`src/rtl/coolgirl_serial_bank_ctrl.sv`:
```
// ---------------------------------------------------------------------------
// coolgirl_serial_bank_ctrl
//
// Serial-load bank controller for the multicart PRG/CHR mapping datapath.
// CPU writes to $8000-$FFFF are decoded as a 5-bit serial register protocol.
// The protocol feeds four 5-bit configuration registers: control, CHR0, CHR1
// and PRG. The mapped PRG bank, mapped CHR bank, CIRAM A10 and the PRG-RAM
// enable are decoded combinationally from those registers and the current
// CPU/PPU address bits.
//
// Parameters
//   IGNORE_CONSECUTIVE : 1 = a data write on the edge right after another
//                        write is dropped. Reset-bit writes are never dropped.
//   PRG_FIXED_LAST     : bank returned for the fixed upper window in PRG mode 3
//
// Ports
//   m2            in   CPU M2 clock; all state updates on its rising edge
//   reset_n       in   asynchronous active-low reset
//   romsel        in   low = $8000-$FFFF decoded
//   cpu_rw_in     in   low = write
//   cpu_addr_in   in   [1] = CPU A14 (PRG window), [0] = CPU A13
//   cpu_data_in   in   CPU data; bit 7 = reset bit, bit 0 = serial data
//   ppu_addr_in   in   [2] = PPU A12, [1] = PPU A11, [0] = PPU A10
//   prg_bank      out  mapped PRG 16K bank
//   chr_bank      out  mapped CHR 4K bank
//   ppu_ciram_a10 out  nametable select
//   sram_enabled  out  PRG-RAM enable
//   sr_count      out  serial bits collected so far (0-4)
// ---------------------------------------------------------------------------
module coolgirl_serial_bank_ctrl #(
  parameter bit         IGNORE_CONSECUTIVE = 1'b1,
  parameter logic [3:0] PRG_FIXED_LAST     = 4'hF
) (
  input  logic       m2,
  input  logic       reset_n,
  input  logic       romsel,
  input  logic       cpu_rw_in,
  input  logic [1:0] cpu_addr_in,
  input  logic [7:0] cpu_data_in,
  input  logic [2:0] ppu_addr_in,
  output logic [3:0] prg_bank,
  output logic [4:0] chr_bank,
  output logic       ppu_ciram_a10,
  output logic       sram_enabled,
  output logic [2:0] sr_count
);

  // The load machine has a single state, COLLECT. The bit count is its only
  // real state, and it returns to 0 on a load or on a reset bit.
  localparam logic [0:0] ST_COLLECT    = 1'b0;
  localparam logic [4:0] CONTROL_RESET = 5'b01100;
  localparam logic [2:0] COUNT_LAST    = 3'd4;

  localparam int CFG_CONTROL = 0;
  localparam int CFG_CHR0    = 1;
  localparam int CFG_CHR1    = 2;
  localparam int CFG_PRG     = 3;

  // Collected bits. The first bit received ends up in sr_reg[0] by the time
  // the fifth arrives, so it becomes bit 0 of the loaded value. The fifth
  // bit is taken directly from the bus, so only four bits are ever stored.
  logic [3:0] sr_reg, sr_next;
  logic [2:0] count_reg, count_next;
  logic       prev_wr_reg;
  logic [0:0] state_reg;

  logic       wr_event;
  logic       reset_bit;
  logic       wr_accept;
  logic       data_wr;
  logic       load_en;
  logic [4:0] load_value;

  logic [4:0] cfg_q [4];
  logic [4:0] control;
  logic [4:0] chr0;
  logic [4:0] chr1;
  logic [4:0] prg;

  // Only data bits 7 and 0 take part in the protocol.
  logic unused_data;
  assign unused_data = ^cpu_data_in[6:1];

  // ------------------------------------------------------------------------
  // Write qualification
  // ------------------------------------------------------------------------
  always_comb begin
    wr_event   = ~romsel & ~cpu_rw_in;
    reset_bit  = wr_event & cpu_data_in[7];
    // A reset bit is never filtered by the consecutive-write rule.
    wr_accept  = wr_event & (cpu_data_in[7] | ~(IGNORE_CONSECUTIVE & prev_wr_reg));
    data_wr    = wr_accept & ~cpu_data_in[7];
    load_en    = data_wr & (count_reg == COUNT_LAST);
    load_value = {cpu_data_in[0], sr_reg};
  end

  // ------------------------------------------------------------------------
  // Serial shift / count next-state
  // ------------------------------------------------------------------------
  always_comb begin
    sr_next    = sr_reg;
    count_next = count_reg;
    if (reset_bit || load_en) begin
      sr_next    = '0;
      count_next = '0;
    end else if (data_wr) begin
      sr_next    = {cpu_data_in[0], sr_reg[3:1]};
      count_next = count_reg + 3'd1;
    end
  end

  always_ff @(posedge m2 or negedge reset_n) begin
    if (!reset_n) begin
      sr_reg      <= '0;
      count_reg   <= '0;
      prev_wr_reg <= 1'b0;
      state_reg   <= ST_COLLECT;
    end else begin
      sr_reg      <= sr_next;
      count_reg   <= count_next;
      // Records every write event, including discarded ones, so a run of
      // adjacent writes keeps being filtered.
      prev_wr_reg <= wr_event;
      state_reg   <= ST_COLLECT;
    end
  end

  // ------------------------------------------------------------------------
  // Configuration registers: one instance per A14:A13 target.
  // ------------------------------------------------------------------------
  generate
    for (genvar gi = 0; gi < 4; gi++) begin : g_cfg
      localparam logic [1:0] SEL        = 2'(gi);
      localparam bit         IS_CONTROL = (gi == CFG_CONTROL);
      localparam logic [4:0] RST_VAL    = IS_CONTROL ? CONTROL_RESET : 5'd0;

      logic [4:0] q_reg;

      always_ff @(posedge m2 or negedge reset_n) begin
        if (!reset_n) begin
          q_reg <= RST_VAL;
        end else if (IS_CONTROL && reset_bit) begin
          // A reset bit forces PRG mode 3 and leaves the other control bits.
          q_reg <= q_reg | CONTROL_RESET;
        end else if (load_en && (cpu_addr_in == SEL)) begin
          q_reg <= load_value;
        end
      end

      assign cfg_q[gi] = q_reg;
    end
  endgenerate

  assign control = cfg_q[CFG_CONTROL];
  assign chr0    = cfg_q[CFG_CHR0];
  assign chr1    = cfg_q[CFG_CHR1];
  assign prg     = cfg_q[CFG_PRG];

  // ------------------------------------------------------------------------
  // Combinational bank / mirroring decode
  // ------------------------------------------------------------------------
  always_comb begin
    prg_bank = {prg[3:1], cpu_addr_in[1]};
    unique case (control[3:2])
      2'd2:    prg_bank = cpu_addr_in[1] ? prg[3:0] : 4'd0;
      2'd3:    prg_bank = cpu_addr_in[1] ? PRG_FIXED_LAST : prg[3:0];
      default: prg_bank = {prg[3:1], cpu_addr_in[1]};
    endcase
  end

  always_comb begin
    if (control[4]) begin
      chr_bank = ppu_addr_in[2] ? chr1 : chr0;
    end else begin
      chr_bank = {chr0[4:1], ppu_addr_in[2]};
    end
  end

  always_comb begin
    ppu_ciram_a10 = 1'b0;
    unique case (control[1:0])
      2'd0:    ppu_ciram_a10 = 1'b0;
      2'd1:    ppu_ciram_a10 = 1'b1;
      2'd2:    ppu_ciram_a10 = ppu_addr_in[0];
      default: ppu_ciram_a10 = ppu_addr_in[1];
    endcase
  end

  assign sram_enabled = ~prg[4];
  assign sr_count     = count_reg;

  logic unused_state;
  assign unused_state = ^state_reg;

endmodule

```
`config.mk`:
```
export PLATFORM = sky130hd
export DESIGN_NAME = coolgirl_serial_bank_ctrl
export DESIGN_NICKNAME = d
export VERILOG_FILES = /design/src/rtl/coolgirl_serial_bank_ctrl.sv
export SDC_FILE = /design/constraint.sdc
export NUM_CORES = 1
export LEC_CHECK = 0
export CORE_MARGIN = 4
export CORE_UTILIZATION = 43
export CTS_CLUSTER_SIZE = 24
export DETAILED_ROUTE_END_ITERATION = 7
export PLACE_DENSITY = 0.7
export SYNTH_ARGS = -nofsm -noshare
export SYNTH_HDL_FRONTEND = slang
export SYNTH_SLANG_ARGS = --single-unit
```
`constraint.sdc`:
```
create_clock -name m2 -period 4.3 [get_ports m2]
set_input_delay 0.645 -clock m2 [delete_from_list [all_inputs] [get_ports m2]]
set_output_delay 0.645 -clock m2 [all_outputs]
set_load 0.02 [all_outputs]
```
## Word-level counts from Yosys, hierarchy flattened

Cells that the tools add are included.

| operators by class | value |
|---|---|
| add/sub/neg operators | 1 |
| eq/ne operators | 8 |
| mux-type cells | 12 |
| bitwise gates (word level) | 12 |
| reduce and logical (&&, ||, !) cells | 10 |

Operators by type and width:

| cell | number |
|---|---|
| 4-bit two-way mux | 6 |
| 2-bit == test, second input constant | 5 |
| 5-bit two-way mux | 2 |
| 4-bit case mux with 2 select lines | 1 |
| 3-bit two-way mux | 2 |
| 1-bit inverter | 6 |
| 1-bit AND | 5 |
| 2-bit by 1-bit == test with 1-bit output, second input constant | 2 |
| 1-bit logical AND | 4 |
| 2-bit logical NOT | 2 |
| 2-bit nonzero test | 2 |
| 3-bit by 1-bit adder with 3-bit output, second input constant | 1 |
| 3-bit == test, second input constant | 1 |
| 1-bit case mux with 3 select lines | 1 |
| 2-bit AND reduction | 1 |
| 1-bit logical OR | 1 |
| 1-bit bitwise OR | 1 |

| word-level totals | value |
|---|---|
| bits in registers | 28 |
| input bits | 17 |
| logic and storage cells | 51 |

## Longest topological paths before layout

| logic depth | value |
|---|---|
| word-level depth | 8 |
| mapped depth | 6 |

## Worst setup path after synthesis

No wires, ideal clock.

| timing | value |
|---|---|
| path type | input to register |
| start point | in cpu_rw_in |
| end point | reg g_cfg[3].q_reg[0] |
| setup time | 0.125 ns |
| data arrival time | 2.231 ns |
| setup slack | 1.944 ns |
| stages on the path | 5 |
| path buffers | 2 |
| path through | or4_1 buf_6 or4_4 buf_6 mux2_4 |

| on the way | value |
|---|---|
| word-level cells in the longest chain between the ends | 6 |

Ends and longest elaborated chain:

| what | line | source |
|---|---|---|
| start, declared | 37 | `input logic cpu_rw_in,` |
| 1-bit inverter | 88 | `wr_event = ~romsel & ~cpu_rw_in;` |
| 1-bit AND | 88 |  |
| 1-bit AND | 91 | `wr_accept = wr_event & (cpu_data_in[7] \| ~(IGNORE_CONSECUTIVE & prev_wr_reg));` |
| 1-bit AND | 92 | `data_wr = wr_accept & ~cpu_data_in[7];` |
| 1-bit AND | 93 | `load_en = data_wr & (count_reg == COUNT_LAST);` |
| 1-bit logical AND | 145 | `end else if (load_en && (cpu_addr_in == SEL)) begin` |
| end signal, assigned | 144 | `q_reg <= q_reg \| CONTROL_RESET;` |
| end signal, assigned | 146 | `q_reg <= load_value;` |
| end, declared | 137 | `logic [4:0] q_reg;` |

Every way passes these cells.
A chain may end at the register's enable or synchronous reset.

## Worst setup path in the final report

| timing | value |
|---|---|
| start point | in cpu_addr_in[1] |
| end point | out prg_bank[1] |

| on the way | value |
|---|---|
| word-level cells in the longest chain between the ends | 2 |
| elaborated cells between the ends (all ways) | 3 |
| those cells by class | mux: 3 |

Ends and longest elaborated chain:

| what | line | source |
|---|---|---|
| start, declared | 38 | `input logic [1:0] cpu_addr_in,` |
| 4-bit two-way mux, on equally long branches | 166, 165 |  |
| 4-bit case mux with 2 select lines * | 164 | `unique case (control[3:2])` |
| end, declared | 41 | `output logic [3:0] prg_bank,` |

Mark *: on every way between the ends. The rest lies on a longest branch, timed or not.

==> results.txt <==
The run finished with clean final reports. The share of synthesized area in the top cell type comes to 46.4%. Timing would allow up to ~330 MHz. The number of nets in the finished design came out at 166.

Counting both buffers and inverters, the worst setup path holds a total of 2. For this run, design rule violations remaining after detail routing come to 0. By instance count, the cell type seen most on the critical path is sky130_fd_sc_hd__clkdlybuf4s50_1.

The min-delay analysis places its worst path in the category reg -> reg. Data arrives at the worst endpoint at around 2.4 ns. The slew at the pin closest to its max-slew limit came out at 1.05 ns. The count of antenna-violating nets left after detailed routing came out at 0. The worst hold slack is 0.521 ns.

The average wire length per cell after detail routing is approximately 14 um. Measured along the y axis, the die boundary spans 65.1 um. The clock-pin transition on the worst setup and hold timing paths is 0.14 ns. The summed instance area of the synthesized netlist is 1400 um^2. The post-synthesis net count is ~140.

The worst clock skew is 0.00233 ns. The maximum level of the CTS H-tree came out at 1. The number of buffers inserted during clock tree synthesis is 3. Along the worst path, the maximum fanout reaches 9. The pin count of the biggest net entering global routing is 29. Setup total negative slack on the finished layout was measured at 0 ns. The placer's final routability congestion estimate is 0.706. The leakage power of the design is 0.775 nW. The number of iterations in the first detailed-routing pass came out at 4. The warning count from the yosys run is 0. The fraction of layout cells with a size suffix above 1 came out at 21.9%. The critical path goes through clkdlybuf4s50_1 > nand2b_1 > a21oi_1 > nor2_1 > clkdlybuf4s50_1. The via count of the first global-routing pass is 966. The reported max-cap violation count came out at 0.

The number of distinct library cells after synthesis is 26. The aggregate global routing overflow came out at 0. The post-synthesis cell count is 120. Setup repair after global routing left no endpoint under its margin. The post-synthesis sequential element count came out at 28. The instance area after placement came out at around 1700 um^2. By area the synthesized netlist is led by sky130_fd_sc_hd__dfrtp_1 46%, sky130_fd_sc_hd__mux2_2 14%, sky130_fd_sc_hd__a21oi_1 6.1%. The worst stage delay on the critical path came out at around 0.75 ns. On the critical path, the stage with the largest delay is an instance of sky130_fd_sc_hd__clkdlybuf4s50_1.

The count of boundary I/O pins came out at 31. The data required time at the worst endpoint is 3.65 ns. The setup path with the least slack is of type in -> out.

The mean area per synthesized cell came out at 11.7 um^2. The area of the die came out at 4240 um^2. The fraction of the cycle the final worst path needs came out at a little over two thirds. TritonCTS built the clock tree.

The later pin in the worst-skew pair is clocked with a latency of 0.32 ns. The kind of cell with the highest combined delay on the critical path is buffers and inverters. The clock passes through at most 2 buffers. The floorplan step set the die width to around 65 um.

The post-CTS repair timing setup buffer count came out at 0. The total power came out at 0.560 mW. Across the VDD grid, the largest voltage drop is roughly 0.22 mV. The port buffer count is 24. The worst register-to-register path begins at prev_wr_reg. The worst setup path is captured at an output pin. The placed wire-length estimate came out at roughly 2 mm. Dividing total power by cell area gives a power density of 328 nW/um^2. The launch point of the worst hold path is chr1[3]. The number of setup violations in the final report is 0. Leaving out fill and tap cells, the most frequent cell in the layout is sky130_fd_sc_hd__dfrtp_1. The routed design could run at a clock period as short as 3.02 ns. The standard cell core area came out at 3080 um^2. The number of antenna violations at the first check in global routing came to 0. The wire length of the first global-routing pass came out at 4.66 mm. The worst max-slew margin expressed relative to the limit is 29.2%. The area growth from synthesis to final layout came out at 21.6%. The clock sink total is 28. Tracing the worst setup path back leads to its startpoint at cpu_addr_in[1]. The final route contains slightly below 1000 vias. For this configuration, the core starts out at a cell density of 45.6%. Gates resized during post-CTS repair numbered 0.

The max-slew violation total from the final report is 0. The total wire length after detailed routing came out at 2.64 mm. The initialized floorplan defines 20 standard-cell rows.

The count of antenna diodes in the layout is 0. The share of the yosys chip area belonging to registers is 50.1%. The detailed router's first-iteration violation count came out at 25. The worst setup path is launched from an input port.

The synthesized design spends more area on one cell type than any other, namely sky130_fd_sc_hd__dfrtp_1. The design area came out at 1710 um^2. The number of buffers inserted for hold repair after clock tree synthesis came out at 0. The total track usage is 14.2%. The final-report hold violation count is 0.

In the layout the commonest cells are 26 x sky130_fd_sc_hd__dfrtp_1, 24 x sky130_fd_sc_hd__clkdlybuf4s50_1, 17 x sky130_fd_sc_hd__a21oi_1, 17 x sky130_fd_sc_hd__mux2_2, 12 x sky130_fd_sc_hd__nand2_1. The ratio of routed vias to standard cells is roughly 5.2. In this run the clock root is driven by a sky130_fd_sc_hd__clkbuf_4.
==> metrics by stage <==
step	utilization [%]	cells	worst slack (ns)
6_report	55.4	190	1.28
5_1_grt	55.4	190	1.22
4_1_cts	55.4	190	1.29
3_5_place_dp	54.6	186	1.30
3_3_place_gp	54.6	186	1.33
2_1_floorplan	-	120	1.94
==> cells in the mapped netlist <==
cell type                  instances
sky130_fd_sc_hd__dfstp_2           2
sky130_fd_sc_hd__mux2i_1           2
sky130_fd_sc_hd__dfrtp_1          26
sky130_fd_sc_hd__mux2_2           17
sky130_fd_sc_hd__o21ai_0           2
sky130_fd_sc_hd__nor2b_1           1
sky130_fd_sc_hd__nand2_1          12
sky130_fd_sc_hd__inv_1             9
sky130_fd_sc_hd__nor4_1            1
sky130_fd_sc_hd__clkbuf_1          1
sky130_fd_sc_hd__nor4_4            3
sky130_fd_sc_hd__ha_1              2
sky130_fd_sc_hd__mux2_4            5
sky130_fd_sc_hd__o21a_1            1
sky130_fd_sc_hd__nand2b_1          2
sky130_fd_sc_hd__and3b_1           1
sky130_fd_sc_hd__nor2_1            6
sky130_fd_sc_hd__or4_4             1
sky130_fd_sc_hd__a21oi_1          17
sky130_fd_sc_hd__or4_1             1
sky130_fd_sc_hd__xnor2_1           1
sky130_fd_sc_hd__a22oi_1           1
sky130_fd_sc_hd__o21bai_1          1
sky130_fd_sc_hd__a31oi_1           2
sky130_fd_sc_hd__nor3_1            1
sky130_fd_sc_hd__buf_6             2
==> per-layer routing <==
layer / vias up / part of all wire, % / global-route usage, % / routed length (um)
met5: - / 0 / 0 / 0
met4: 0 / 1.9 / 6.22 / 50
met3: 5 / 2.7 / 2.56 / 72
met2: 19 / 50 / 22.3 / 1320
met1: 494 / 45 / 19.3 / 1200
li1: 474 / - / - / -
==> where the power goes <==
part	internal, mW	total [mW]	leakage, nW	switching [mW]
Sequential	0.284	0.308	0.380	0.0236
Clock	0.0363	0.108	0.0150	0.0717
Combinational	0.0680	0.145	0.380	0.0766
Total	0.388	0.560	0.775	0.172
==> final cells by class <==
type                       count  area, um^2
fill                         258        1370
sequential                    28         703
inverter                       9        33.8
timing repair buffer          25         248
clock buffer                   4        26.3
multi-input combinational     80         639
tap                           44        55.1
==> path summary, 6_finish.rpt <==
path / end / slack, ns / cells past startpoint
min in group asynchronous: chr1[4] / 0.68 / 2
worst max register to register: g_cfg[3].q_reg[4] / 2.16 / 3
worst min-delay path: chr1[3] / 0.52 / 1
worst max-delay path: prg_bank[1] / 1.28 / 5
worst min register to register: chr1[3] / 0.52 / 1
max in group asynchronous: control[2] / 3.32 / 2
==> logic make-up (layout without fill, tap and decap cells) <==
group	count (synthesis)	in the layout	share of synthesized area [%]
buffers and inverters	12	38	4.28
adders and majority gates	2	2	1.78
AOI/OAI and AO/OA	24	24	9.28
DFF	28	28	50.1
muxes	24	24	20.4
and+or+nand+nor	29	29	13.5
xor gates and xnor gates	1	1	0.625
No activity file was read; power rests on OpenSTA's default activity.
